==> src/rtl/cluster_collector_pkg.sv <==
// rtl/cluster_collector_pkg.sv - shared cluster word definitions for encoder, collector and serializer
package cluster_collector_pkg;

  localparam int MXCLUSTERS = 8;
  localparam int MXADRBITS  = 11;
  localparam int MXCNTBITS  = 3;
  localparam int CLWORD_W   = MXCNTBITS + MXADRBITS;
  localparam int PASS_W     = 3;
  localparam int IDX_W      = $clog2(MXCLUSTERS);
  localparam int CNT_W      = $clog2(MXCLUSTERS + 1);

  localparam logic [MXADRBITS-1:0] INVALID_ADR = 11'h7FF;

  typedef logic [CLWORD_W-1:0] cluster_word_t;
  typedef logic [MXCLUSTERS-1:0][CLWORD_W-1:0] cluster_frame_t;

  // Unused slots carry size 0 and the "no cluster" address.
  localparam cluster_word_t EMPTY_WORD = {{MXCNTBITS{1'b0}}, INVALID_ADR};

  typedef enum logic {
    ST_IDLE,
    ST_COLLECT
  } state_e;

  function automatic cluster_word_t pack_cluster(input logic [MXCNTBITS-1:0] c,
                                                 input logic [MXADRBITS-1:0] a);
    return {c, a};
  endfunction

endpackage

==> src/rtl/cluster_collector_if.sv <==
// rtl/cluster_collector_if.sv - priority-result input and packed-frame output bundle
interface cluster_collector_if;
  import cluster_collector_pkg::*;

  logic                           in_valid;
  logic                           cluster_found;
  logic [MXADRBITS-1:0]           adr;
  logic [MXCNTBITS-1:0]           cnt;
  logic [PASS_W-1:0]              pass;

  logic                           frame_valid;
  logic [MXCLUSTERS*CLWORD_W-1:0] clusters_out;
  logic [CNT_W-1:0]               cluster_count;
  logic                           overflow;
  logic                           pass_err;

  modport master (
    output in_valid, cluster_found, adr, cnt, pass,
    input  frame_valid, clusters_out, cluster_count, overflow, pass_err
  );

  modport slave (
    input  in_valid, cluster_found, adr, cnt, pass,
    output frame_valid, clusters_out, cluster_count, overflow, pass_err
  );

endinterface

==> src/rtl/cluster_collector_frame_edge_detect.sv <==
// rtl/cluster_collector_frame_edge_detect.sv - samples the slow frame clock and pulses on its rising edge
module cluster_collector_frame_edge_detect (
  input  logic clock,
  input  logic reset,
  input  logic frame_clock,
  output logic frame_edge
);

  logic [1:0] fs_q;
  logic [1:0] fs_d;

  always_comb begin
    fs_d = {fs_q[0], frame_clock};
  end

  always_ff @(posedge clock) begin
    if (reset) begin
      fs_q <= 2'b00;
    end else begin
      fs_q <= fs_d;
    end
  end

  assign frame_edge = (fs_q == 2'b01);

endmodule

==> src/rtl/cluster_collector.sv <==
// rtl/cluster_collector.sv - gathers per-pass cluster results into one packed word per frame period
module cluster_collector
  import cluster_collector_pkg::*;
(
  input logic          clock,
  input logic          reset,
  input logic          frame_clock,
  cluster_collector_if.slave bus
);

  logic frame_edge;

  cluster_collector_frame_edge_detect u_edge (
    .clock       (clock),
    .reset       (reset),
    .frame_clock (frame_clock),
    .frame_edge  (frame_edge)
  );

  state_e            state_q, state_d;
  cluster_frame_t    slots_q, slots_d;
  logic [CNT_W-1:0]  count_q, count_d;
  logic              ovf_acc_q, ovf_acc_d;
  logic              perr_acc_q, perr_acc_d;
  logic [PASS_W-1:0] exp_pass_q, exp_pass_d;

  logic              frame_valid_q, frame_valid_d;
  cluster_frame_t    clusters_q, clusters_d;
  logic [CNT_W-1:0]  cluster_count_q, cluster_count_d;
  logic              overflow_q, overflow_d;
  logic              pass_err_q, pass_err_d;

  always_comb begin
    state_d         = state_q;
    slots_d         = slots_q;
    count_d         = count_q;
    ovf_acc_d       = ovf_acc_q;
    perr_acc_d      = perr_acc_q;
    exp_pass_d      = exp_pass_q;
    frame_valid_d   = 1'b0;
    clusters_d      = clusters_q;
    cluster_count_d = cluster_count_q;
    overflow_d      = overflow_q;
    pass_err_d      = pass_err_q;

    // The edge closes the running frame first, so a result on the edge cycle lands in the fresh one.
    if (frame_edge) begin
      if (state_q == ST_COLLECT) begin
        frame_valid_d   = 1'b1;
        clusters_d      = slots_q;
        cluster_count_d = count_q;
        overflow_d      = ovf_acc_q;
        pass_err_d      = perr_acc_q;
      end
      state_d    = ST_COLLECT;
      slots_d    = {MXCLUSTERS{EMPTY_WORD}};
      count_d    = '0;
      ovf_acc_d  = 1'b0;
      perr_acc_d = 1'b0;
      exp_pass_d = '0;
    end

    if (state_d == ST_COLLECT && bus.in_valid) begin
      if (bus.cluster_found) begin
        if (count_d < CNT_W'(MXCLUSTERS)) begin
          slots_d[count_d[IDX_W-1:0]] = pack_cluster(bus.cnt, bus.adr);
          count_d = count_d + 1'b1;
        end else begin
          ovf_acc_d = 1'b1;
        end
      end
      if (bus.pass != exp_pass_d) begin
        perr_acc_d = 1'b1;
      end
      exp_pass_d = exp_pass_d + 1'b1;
    end
  end

  always_ff @(posedge clock) begin
    if (reset) begin
      state_q         <= ST_IDLE;
      slots_q         <= {MXCLUSTERS{EMPTY_WORD}};
      count_q         <= '0;
      ovf_acc_q       <= 1'b0;
      perr_acc_q      <= 1'b0;
      exp_pass_q      <= '0;
      frame_valid_q   <= 1'b0;
      clusters_q      <= {MXCLUSTERS{EMPTY_WORD}};
      cluster_count_q <= '0;
      overflow_q      <= 1'b0;
      pass_err_q      <= 1'b0;
    end else begin
      state_q         <= state_d;
      slots_q         <= slots_d;
      count_q         <= count_d;
      ovf_acc_q       <= ovf_acc_d;
      perr_acc_q      <= perr_acc_d;
      exp_pass_q      <= exp_pass_d;
      frame_valid_q   <= frame_valid_d;
      clusters_q      <= clusters_d;
      cluster_count_q <= cluster_count_d;
      overflow_q      <= overflow_d;
      pass_err_q      <= pass_err_d;
    end
  end

  assign bus.frame_valid   = frame_valid_q;
  assign bus.clusters_out  = clusters_q;
  assign bus.cluster_count = cluster_count_q;
  assign bus.overflow      = overflow_q;
  assign bus.pass_err      = pass_err_q;

endmodule

==> src/flat_wrapper.sv <==
// flat-port wrapper written by rule: the top's interface ports become plain ports
module cluster_collector_flat import cluster_collector_pkg::*;
  (clock, reset, frame_clock, bus_in_valid, bus_cluster_found, bus_adr, bus_cnt, bus_pass, bus_frame_valid, bus_clusters_out, bus_cluster_count, bus_overflow, bus_pass_err);
  cluster_collector_if bus_i ();
  input logic clock;
  input logic reset;
  input logic frame_clock;
  input wire logic [$bits(bus_i.in_valid)-1:0] bus_in_valid;
  input wire logic [$bits(bus_i.cluster_found)-1:0] bus_cluster_found;
  input wire logic [$bits(bus_i.adr)-1:0] bus_adr;
  input wire logic [$bits(bus_i.cnt)-1:0] bus_cnt;
  input wire logic [$bits(bus_i.pass)-1:0] bus_pass;
  output wire logic [$bits(bus_i.frame_valid)-1:0] bus_frame_valid;
  output wire logic [$bits(bus_i.clusters_out)-1:0] bus_clusters_out;
  output wire logic [$bits(bus_i.cluster_count)-1:0] bus_cluster_count;
  output wire logic [$bits(bus_i.overflow)-1:0] bus_overflow;
  output wire logic [$bits(bus_i.pass_err)-1:0] bus_pass_err;
  assign bus_i.in_valid = bus_in_valid;
  assign bus_i.cluster_found = bus_cluster_found;
  assign bus_i.adr = bus_adr;
  assign bus_i.cnt = bus_cnt;
  assign bus_i.pass = bus_pass;
  assign bus_frame_valid = bus_i.frame_valid;
  assign bus_clusters_out = bus_i.clusters_out;
  assign bus_cluster_count = bus_i.cluster_count;
  assign bus_overflow = bus_i.overflow;
  assign bus_pass_err = bus_i.pass_err;
  cluster_collector u_core (.clock(clock), .reset(reset), .frame_clock(frame_clock), .bus(bus_i));
endmodule
==> config.mk <==
export PLATFORM = sky130hd
export DESIGN_NAME = cluster_collector_flat
export DESIGN_NICKNAME = d
export VERILOG_FILES = /design/src/rtl/cluster_collector_pkg.sv /design/src/rtl/cluster_collector_if.sv /design/src/rtl/cluster_collector_frame_edge_detect.sv /design/src/rtl/cluster_collector.sv /design/src/flat_wrapper.sv
export SDC_FILE = /design/constraint.sdc
export NUM_CORES = 1
export LEC_CHECK = 0
export CAP_MARGIN = 5
export CORE_UTILIZATION = 45
export DETAILED_ROUTE_END_ITERATION = 12
export GPL_ROUTABILITY_DRIVEN = 0
export PLACE_DENSITY = 0.75
export RECOVER_POWER = 50
export SYNTH_ARGS = -nofsm -noshare
export SYNTH_HDL_FRONTEND = slang
export SYNTH_SLANG_ARGS = --single-unit
==> constraint.sdc <==
create_clock -name clock -period 1.9 [get_ports clock]
set_input_delay 0.38 -clock clock [delete_from_list [all_inputs] [get_ports clock]]
set_output_delay 0.38 -clock clock [all_outputs]
set_load 0.02 [all_outputs]
# After elaboration in Yosys (flattened, before gate mapping)
# Cells that the tools add are included.
# totals
regBits	243
in_bits	22
out_inout_bits	119
elab_cells	60
# classes
n_addsub	2
magnitude_cmp	3
n_eq_ne	2
muxes	22
n_bitwise	1
n_reduce_logical	4
# op_table
op	n
two-way mux 112 bit	4
bitwise mux 112 bit	1
demux 14 bit (select 3 bit)	1
two-way mux 4 bit	4
two-way mux 14 bit	1
two-way mux 1 bit	9
two-way mux 3 bit	2
adder 4 x 1 -> 4 bit, second input constant	1
< comparator 3 x 4 -> 1 bit, second input constant	1
< comparator 4 bit, second input constant	1
adder 3 x 1 -> 3 bit, second input constant	1
>= comparator 3 x 1 -> 1 bit, second input constant	1
inequality test 3 bit	1
== test 2 x 1 -> 1 bit, second input constant	1
logical AND 1 bit	2
AND reduction 2 bit	1
OR reduction 2 bit	1
inverter 1 bit	1

# Depth between registers and ports, before layout
# logic_depth
depth_word	10
mapped_depth	9
mapped_depth_nobuf	7

# By module
# From an unflattened synthesis, not the netlist that was laid out.
# hier_totals
cells_unflattened	1112
hier_area_um2	8968.6
# modules_own_cells
mod	n_inst	cells_each	area_each_um2	seq_area_each_um2
cluster_collector	1	1107	8907.3	4824.6
cluster_collector_frame_edge_detect	1	5	61.3	40.0

# Worst setup path after synthesis
# No wires, ideal clock.
# synth_path
path_kind	input port to flip-flop
startpoint	input bus_in_valid
endpoint	register u_core.slots_q[42] in the netlist's numbering
setup_time_ps	122
arrival_time_ps	1500
required_time_ps	1778
setup_slack_ps	278
path_stages	6
path_buffers	2
path_cell_list	buf_6 -> and2_4 -> nand4_1 -> or4_1 -> buf_2 -> o32a_1
# synth_between
elab_chain_cells	2
# synth_lines
item	line_no	text
start, declared	flat_wrapper.sv:8	input wire logic [$bits(bus_i.in_valid)-1:0] bus_in_valid;
logical AND 1 bit	cluster_collector.sv:63	if (state_d == ST_COLLECT && bus.in_valid) begin
two-way mux 112 bit	cluster_collector.sv:63	
end signal, assigned	cluster_collector.sv:82	slots_q <= {MXCLUSTERS{EMPTY_WORD}};
end signal, assigned	cluster_collector.sv:94	slots_q <= slots_d;
end, declared	cluster_collector.sv:21	cluster_frame_t slots_q, slots_d;
# No other way between the ends.
# A chain may end at the register's enable or synchronous reset.

# Final worst setup path
# layout_path
startpoint	register u_core.clusters_q, in the netlist u_core.bus.clusters_out[81]
endpoint	output bus_clusters_out[81]
# layout_rtl
item	line_no	text
start, declared	cluster_collector.sv:28	cluster_frame_t clusters_q, clusters_d;
start signal, assigned	cluster_collector.sv:88	clusters_q <= {MXCLUSTERS{EMPTY_WORD}};
start signal, assigned	cluster_collector.sv:100	clusters_q <= clusters_d;
end, declared	flat_wrapper.sv:14	output wire logic [$bits(bus_i.clusters_out)-1:0] bus_clusters_out;
# No word-level cell between the ends.

==> results.yml <==
power:
  power.density_nw_per_um2: 966
  p_leak_nw: 4.44
  netSwitchingPower_mw: 2.44
  seq_power_share_pct: 48.0
  p_comb_share_pct: 6.2
  p_clk_share_pct: 45.9
  ir_drop_v: 0.000657
  total_power_mw: 10.9
  netSwitchingFraction_pct: 22.4
  p_int_mw: 8.45
synthesis:
  synth_nets: 1011
  ys_top_cells_by_area: "dfxtp_1 (55%), nand2_1 (11%), nand3b_1 (7.4%)"
  syn_area_sq_um: 8890
  synth-edff-count: 0
  yosys_warnings: 0
  ys_ff_latch: 243
  synth.top_cell.area_share_pct: 54.7
  synth_cell_types: 40
  syn_avg_cell_area_sq_um: 9.00
  synthCells: 988
  ys.flop_type: "dfxtp_1"
  synthArstFlopShare_pct: 0
  yosys.area.top_type: "dfxtp_1"
  yosysSeqAreaShare_pct: 54.7
routing:
  dr.pass1.iters: 4
  vias: 7171
  first_iter_violations: 398
  viasPerCell: 5.12
  drcViolationCount: 0
  ant_nets: 0
  wirelength_mm: 21.7
  routedWlPerCell_microns: 15.5
die:
  dieArea_sq_um: 20300
  start_util_pct: 45.8
  ioPinCount: 141
  die_y_microns: 143
  fp.dieW_microns: 143
  core_sq_um: 19400
  rows: 51
placement:
  portBuffers: 140
  hpwl_mm: 13.7
  pre_cts_slack_ps: -280
sta:
  period_minus_slack_ps: 1890
  worst-slew-pin-transition_ps: 1080
  finalCritPeriodShare_pct: 99.6
  fmax_ghz: 0.529
  slew_headroom_pct: 27.5
  hold_violations: 0
  clock_skew_ps: 10.4
  finalMaxSlewViolations: 0
  final-setup-viol-count: 0
  layout_setup_ws_ps: 8.02
cts:
  post_cts_buffers: 0
  cts_tree: "done"
  clock_path_buffers: 3
  clock_latency_ps: 520
  clk_pin_slew_ps: 60
  cts_buffers: 25
  clockRootBuffer: "clkbuf_16"
  cts_max_level: 1
  cts.sinks: 243
critical_path:
  cp_cell_sequence: "clkdlybuf4s50_1"
  crit_type: "reg2out"
  slowest_delay_ps: 640
  r2r_start: "u_core.state_q$_SDFF_PP0_"
  cp-startpoint: "u_core.bus.clusters_out[81]$_SDFFE_PP0P_"
  cp_slowest_cell: "clkdlybuf4s50_1"
  crit_cells: 1
  critical_path_buf_inv_count: 1
  start_kind: "register"
  path_max_fanout: 2
  worstPathArrival_ps: 1510
  worst_r2r_path_depth: 5
  critical_path_required_ps: 1520
  reg2reg_to: "u_core.slots_q[108]$_SDFF_PP1_"
  r2r_setup_slack_ps: 110
  path_delay_family: "buffers and inverters"
  end_kind: "output port"
global_routing:
  grt_pass1_wl_mm: 34.7
  first_global_vias: 6747
  grt_max_degree: 120
  grt.overflow.total: 0
  grt_usage_pct: 21.4
  antenna_found_initial: 0
layout:
  mostFrequentLayoutCells: "nand2_1 (261), dfxtp_1 (243), clkdlybuf4s50_1 (101)"
  multi_input_area_sq_um: 3620
  mostFrequentLayoutCell: "nand2_1"
  antenna_cells: 0
  fill_cells: 1751
  drive_above_1_share_pct: 8.81
  final_nets: 1139
  syn2layout_area_growth_pct: 26.8
  regArea_sq_um: 4860
run_status:
  status: "complete, no violations"
min_path:
  whs_path_depth: 2
  min_to: "u_core.u_edge.fs_q[0]$_SDFF_PP0_"
  hold_start: "frame_clock"
  hold_path_class: "in2reg"
flow_run:
  drv_cap: 0
==> kinds of logic (layout without fill, tap and decap cells) <==
kind of cell             after synthesis  after routing  share of synthesized area [%]
adder cells (fa/ha/maj)                1              1                          0.141
AND/OR/NAND/NOR                      503            503                           28.4
multiplexers                          37             37                           4.16
XOR/XNOR                               3              3                          0.296
AO/OA/AOI/OAI                        123            123                           7.94
buffers and inverters                 78            225                           4.32
flip-flops                           243            243                           54.7
==> what timing repair did <==
action,4_1_cts,5_1_grt
endpoints found under the setup margin,10,27
hold buffers,0,0
resized for setup,10,27
hold endpoints to repair,0,0
==> worst max path at each step <==
| stage | to | slack, ps |
|---|---|---|
| floorplan | u_core.slots_q[42]$_SDFF_PP1_ | 280 |
| global placement | u_core.slots_q[47]$_SDFF_PP1_ | -280 |
| detailed placement | u_core.slots_q[47]$_SDFF_PP1_ | -280 |
| CTS | bus_clusters_out[70] | 2 |
| global route | bus_clusters_out[81] | -10 |
| finish | bus_clusters_out[81] | 8 |
==> power by group through the flow <==
stage,clock [mW],sequential [mW],combinational (mW)
after global routing,5.30,5.23,0.731
after detailed placement,0,5.34,0.707
after floorplan,0,5.40,0.335
after global placement,0,5.34,0.700
final,5.00,5.22,0.673
after CTS,5.08,5.22,0.705
==> per-stage QoR <==
stage,hold slack (ps),instance area (sq um),utilization [%],setup TNS [ps],cells
4_1_cts,253,11500,59.5,0,1400
5_1_grt,430,11300,58.1,-13.5,1400
6_report,438,11300,58.1,0,1400
3_3_place_gp,440,10700,55.1,-17040,1354
2_1_floorplan,431,8890,-,0,988
3_5_place_dp,449,10700,55.1,-17190,1354
==> flip-flops by register name (all words and copies together), names as in the netlist <==
signal	flops
u_core.u_edge.fs_q	2
u_core.bus.overflow	1
u_core.bus.cluster_count	4
u_core.state_q	1
u_core.exp_pass_q	3
u_core.ovf_acc_q	1
u_core.count_q	4
u_core.perr_acc_q	1
u_core.slots_q	112
u_core.bus.pass_err	1
u_core.bus.clusters_out	112
u_core.bus.frame_valid	1
==> area by class of cell <==
type	count	area share [%]
tap	265	2.94
sequential	243	43.1
inverter	2	0.0666
clock buffer	40	6.76
timing repair buffer	177	14.2
clock inverter	6	0.777
multi-input combinational	667	32.1
==> Yosys cell counts, drive strengths merged (3+ instances only) <==
cell and n:
o32a 7, nand3 14, buf 41, nand3b 88
nand2 262, and2 3, nor2b 5, dfxtp 243
o21ai 19, nor3 56, nor4 5, clkbuf 35
nor2 48, mux2i 37, or4 5, a21oi 90
nand2b 9, nand4 3
==> routing by layer <==
metal  wire [microns]  GRT usage, %  share of wire [%]
met1            10000          29.8                 46
met2            10100          34.6                 46
met4              362          4.92                1.7
met5                0             0                  0
met3             1200          3.33                5.5
Note: power is estimated with default switching activity, not from simulation.
